[src/rtl/fetch_pc_gen.sv]
`default_nettype none
// ============================================================================
// Module   : fetch_pc_gen
// Brief    : Fetch-stage next-PC generator driving the BTB read port and the
//            fetch request stream; backend redirects override predictions.
//            Optional perf counters enabled by macro FETCH_PC_GEN_PERF_EN.
// Revision : 1.0 - initial release
// ============================================================================
module fetch_pc_gen #(
    parameter logic [31:0] RESET_VECTOR = 32'h8000_0000
) (
    input  logic        clock,
    input  logic        reset,
    input  logic        io_redirect_valid,
    input  logic [31:0] io_redirect_target,
    output logic [31:0] io_btb_req_pc,
    input  logic        io_btb_hit,
    input  logic [31:0] io_btb_target,
    input  logic        io_btb_jump,
    output logic        io_out_valid,
    input  logic        io_out_ready,
    output logic [31:0] io_out_bits_pc,
    output logic        io_out_bits_pred_taken,
    output logic [31:0] io_out_bits_pred_target
`ifdef FETCH_PC_GEN_PERF_EN
    ,
    output logic [31:0] io_perf_pred_taken_cnt,
    output logic [31:0] io_perf_redirect_cnt
`endif
);

    localparam logic [31:0] c_PC_STEP = 32'd4;

    typedef enum logic [1:0] {
        S_BOOT = 2'd0,
        S_RUN  = 2'd1,
        S_HOLD = 2'd2
    } state_t;

    state_t      state_q, state_d;
    logic [31:0] pc_q, pc_d;
    logic        hold_taken_q, hold_taken_d;
    logic [31:0] hold_target_q, hold_target_d;

    logic        w_live_taken;
    logic [31:0] w_live_target;
    logic [31:0] w_redirect_pc;
    logic [31:0] w_pc_inc;
    logic        w_redirect;
    logic        w_fire;
    logic        w_unused_bits;

    assign w_live_taken  = io_btb_hit & io_btb_jump;
    assign w_live_target = {io_btb_target[31:2], 2'b00};
    assign w_redirect_pc = {io_redirect_target[31:2], 2'b00};
    assign w_pc_inc      = pc_q + c_PC_STEP;
    assign w_unused_bits = ^{io_btb_target[1:0], io_redirect_target[1:0]};

    // A redirect only counts once the generator has left BOOT.
    assign w_redirect = io_redirect_valid & (state_q != S_BOOT);

    assign io_out_valid  = (state_q != S_BOOT) & ~w_redirect;
    assign w_fire        = io_out_valid & io_out_ready;
    assign io_btb_req_pc = pc_q;
    assign io_out_bits_pc = pc_q;

    // While stalled the request is served from the captured prediction so a
    // BTB update during backpressure cannot change the bits under the consumer.
    assign io_out_bits_pred_taken  = (state_q == S_HOLD) ? hold_taken_q  : w_live_taken;
    assign io_out_bits_pred_target = (state_q == S_HOLD) ? hold_target_q : w_live_target;

    always_comb begin
        state_d       = state_q;
        pc_d          = pc_q;
        hold_taken_d  = hold_taken_q;
        hold_target_d = hold_target_q;
        if (w_redirect) begin
            state_d       = S_RUN;
            pc_d          = w_redirect_pc;
            hold_taken_d  = 1'b0;
            hold_target_d = 32'd0;
        end else begin
            case (state_q)
                S_BOOT: begin
                    state_d = S_RUN;
                end
                S_RUN: begin
                    if (io_out_ready) begin
                        pc_d = w_live_taken ? w_live_target : w_pc_inc;
                    end else begin
                        hold_taken_d  = w_live_taken;
                        hold_target_d = w_live_target;
                        state_d       = S_HOLD;
                    end
                end
                S_HOLD: begin
                    if (io_out_ready) begin
                        pc_d          = hold_taken_q ? hold_target_q : w_pc_inc;
                        hold_taken_d  = 1'b0;
                        hold_target_d = 32'd0;
                        state_d       = S_RUN;
                    end
                end
                default: begin
                    state_d = S_BOOT;
                end
            endcase
        end
    end

    always_ff @(posedge clock) begin
        if (reset) begin
            state_q       <= S_BOOT;
            pc_q          <= RESET_VECTOR;
            hold_taken_q  <= 1'b0;
            hold_target_q <= 32'd0;
        end else begin
            state_q       <= state_d;
            pc_q          <= pc_d;
            hold_taken_q  <= hold_taken_d;
            hold_target_q <= hold_target_d;
        end
    end

`ifdef FETCH_PC_GEN_PERF_EN
    logic [31:0] pred_taken_cnt_q, pred_taken_cnt_d;
    logic [31:0] redirect_cnt_q, redirect_cnt_d;

    always_comb begin
        pred_taken_cnt_d = pred_taken_cnt_q;
        redirect_cnt_d   = redirect_cnt_q;
        if (w_fire && io_out_bits_pred_taken) begin
            pred_taken_cnt_d = pred_taken_cnt_q + 32'd1;
        end
        if (w_redirect) begin
            redirect_cnt_d = redirect_cnt_q + 32'd1;
        end
    end

    always_ff @(posedge clock) begin
        if (reset) begin
            pred_taken_cnt_q <= 32'd0;
            redirect_cnt_q   <= 32'd0;
        end else begin
            pred_taken_cnt_q <= pred_taken_cnt_d;
            redirect_cnt_q   <= redirect_cnt_d;
        end
    end

    assign io_perf_pred_taken_cnt = pred_taken_cnt_q;
    assign io_perf_redirect_cnt   = redirect_cnt_q;
`endif

endmodule
`default_nettype wire

[config.mk]
export PLATFORM = sky130hd
export DESIGN_NAME = fetch_pc_gen
export DESIGN_NICKNAME = d
export VERILOG_FILES = /design/src/rtl/fetch_pc_gen.sv
export SDC_FILE = /design/constraint.sdc
export NUM_CORES = 1
export LEC_CHECK = 0
export ABC_AREA = 1
export ABC_CLOCK_PERIOD_IN_PS = 4800
export CELL_PAD_IN_SITES_DETAIL_PLACEMENT = 0
export CELL_PAD_IN_SITES_GLOBAL_PLACEMENT = 2
export CORE_UTILIZATION = 25
export CTS_CLUSTER_SIZE = 20
export DETAILED_ROUTE_END_ITERATION = 7
export PLACE_DENSITY = 0.93
export SLEW_MARGIN = 30
export SYNTH_ARGS = -nofsm -noshare
export SYNTH_HDL_FRONTEND = slang
export SYNTH_SLANG_ARGS = --single-unit
[constraint.sdc]
create_clock -name clock -period 4.8 [get_ports clock]
set_clock_uncertainty 0.2 [all_clocks]
set_input_delay 0.96 -clock clock [delete_from_list [all_inputs] [get_ports clock]]
set_output_delay 0.96 -clock clock [all_outputs]
set_load 0.03 [all_outputs]
==> flow_summary.json <==
{
  "status": "complete, no violations",
  "fp.dieW_um": 137,
  "grt_overflow": 0,
  "tightest_slew_ps": 913,
  "drt_iter0_markers": 336,
  "p_per_area_nw_per_um2": 299,
  "cts_setup_buffers": 0,
  "cts_resized": 0,
  "seq_area_frac_synth_pct": 28.7,
  "yosys.area.top_type": "dfxtp_1",
  "layout.nets": 895,
  "ys.flop_type": "dfxtp_1",
  "fmax_mhz": 251,
  "synth-xor-area-share_pct": 0.386,
  "multiInputGateArea_um2": 2440,
  "cts_buffer_depth": 2,
  "hpwl_mm": 12.0,
  "cts_tree": "yes",
  "core_um2": 17500,
  "path_class": "primary input to output port",
  "antennaDiodeCount": 0,
  "startpoint": "io_btb_hit",
  "numPortBuffers": 161,
  "place.gp.congestion": 0.801,
  "io_pins": 168,
  "areaGrowthSynthToFinish_pct": 40.1,
  "cts_buffers": 9,
  "synth_top_family_by_area": "simple AND/OR/NAND/NOR gates",
  "rows": 48,
  "post_drt_wl_per_cell_um": 15.8,
  "synth_compound_gate_area_share_pct": 25.6,
  "die_y_um": 137,
  "clkSinkCount": 65,
  "drc_errors": 0,
  "insertion_delay_ps": 340,
  "dieArea_um2": 18700,
  "synth.avg_cell_area_um2": 6.36,
  "slew_viol_final": 0,
  "grt_pass1_vias": 4543,
  "cts_max_level": 3,
  "synth_edf_count": 0,
  "synth_cells": 714,
  "fin_ws_ps": 815,
  "rsz0062_at_grt": "no",
  "vias": 4982,
  "holdPathStages": 1,
  "synth-simple-area-share_pct": 27.4,
  "fillers": 1960,
  "peakVddDrop_mv": 0.164,
  "drive_above_1_share_pct": 7.60,
  "start_util_pct": 25.9,
  "ys_types": 40,
  "antenna_found_initial": 1,
  "synthArstFlopShare_pct": 0,
  "track_usage_pct": 18.0,
  "ff2ff_path_depth": 10,
  "min_from": "io_btb_req_pc[0]",
  "post-route-min-period_ps": 3990,
  "cp_max_fo": 10,
  "drv_cap": 0,
  "grt_pass1_wl_mm": 25.3,
  "yosys-top-cells-count": "nand2_1, inv_1, a21oi_1, o21ai_0, dfxtp_1",
  "min_period_over_period_pct": 83.0,
  "cts-hold-fix-buffers": 0,
  "drt_wl_total_mm": 16.7,
  "synthTopCellsByArea": "dfxtp_1, nand2_1, a21oi_1",
  "cp-end-kind": "output port",
  "synth_fa_ha_area_share_pct": 0.276,
  "fin_setup_tns_ps": 0,
  "grt_max_degree": 78,
  "regArea_um2": 1300,
  "cp-start-kind": "primary input",
  "required_ps": 3640,
  "yosys_warnings": 0,
  "finalSetupViolCount": 0,
  "rr_startpoint": "state_q[0]",
  "final-hold-violation-count": 0,
  "place_ws_ps": 824,
  "avgViaCountPerCell": 4.73,
  "drt-pass1-iter-count": 5,
  "syn_area_um2": 4540,
  "clk_pin_slew_worst_paths_ps": 60,
  "cts_root_buf": "clkbuf_16",
  "leakagePower_nw": 2.39,
  "fin_util_pct": 36.2,
  "yosys_register_bits": 65,
  "netlist.area_leader.share_pct": 28.7,
  "hold_path.class": "flop to flop",
  "ant_nets": 0,
  "arrival_ps": 2830,
  "relSlewSlack_pct": 39.0,
  "yosysMostFrequentCell": "nand2_1",
  "synthMuxAreaShare_pct": 0
}
[layer usage]
metal  global-route usage, %  vias up  part of all wire, %
met5                       0        -                    0
met4                    4.01        0                  1.2
met3                    4.59       12                  6.0
met2                    27.2      149                   43
met1                    25.6     2269                   50
li1                        -     2552                    -
[layout make-up]
cell class	count	share of cell area, %
clock buffers	14	4.31
clock inverters	2	0.551
inverters	93	5.49
multi-input cells	486	38.4
flip-flops and latches	65	20.5
well taps	225	4.43
repair buffers	169	26.3
[kinds of logic (layout without fill, tap and decap cells)]
| logic type | count (synthesis) | in the layout |
|---|---|---|
| AND/OR/NAND/NOR | 278 | 278 |
| XOR/XNOR | 2 | 2 |
| other | 1 | 2 |
| flip-flops | 65 | 65 |
| adder cells (fa/ha/maj) | 1 | 1 |
| buffers and inverters | 164 | 278 |
| AO/OA/AOI/OAI | 203 | 203 |
[metrics by stage]
stage                     instance area [um2]  total power [W]  hold slack [ps]  cells
after floorplan                          4540         0.000994              310    715
after global placement                   6050          0.00122              288   1038
after detailed placement                 6050          0.00122              292   1038
after CTS                                6360          0.00192              300   1054
after global routing                     6360          0.00199              326   1054
final                                    6360          0.00190              296   1054
[placed cells by master, fill, tap and decap left out, types with 2 or more instances in the layout]
cell type,count
nor2_2,5
o22ai_1,20
a221oi_1,11
nand2_1,127
o221ai_1,7
nor2_1,64
nand2_2,2
o21ai_1,4
nand4_1,7
conb_1,2
and2_1,2
o211ai_1,5
dfxtp_1,65
o2111ai_1,2
nand3_2,3
o21ai_0,69
nand3_1,40
inv_1,87
a31oi_1,2
nor2_4,2
clkbuf_8,3
buf_4,8
clkdlybuf4s50_1,161
clkbuf_1,2
or2_2,19
a21oi_1,71
clkbuf_16,9
nor3b_1,2
o21bai_1,5
nor3_1,3
a211oi_1,2
o21ai_2,2
nand2_4,2
inv_2,5
[path summary, 6_finish.rpt]
kind | slack, ps | end
max | 810 | io_out_bits_pred_taken
min | 300 | io_btb_req_pc[0]
min reg2reg | 300 | io_btb_req_pc[0]
max reg2reg | 1630 | io_btb_req_pc[28]
[sequential cells by signal, indices dropped and copies added (netlist names)]
name and count:
state_q 2, hold_target_q 30, hold_taken_q 1, io_btb_req_pc 32
[where the power goes]
part	switching, W	leakage [nW]	total [W]	internal, W
logic	0.000342	1.71	0.000578	0.000236
clock network	0.000246	0.153	0.000690	0.000444
registers	0.0000536	0.532	0.000630	0.000576
[critical path, cell delays in order]
cell and delay, ps:
clkdlybuf4s50_1 450, nand2_1 150, inv_1 250, nand2_4 150, nand2_2 170, clkdlybuf4s50_1 690
(Power assumes the default switching activity.)
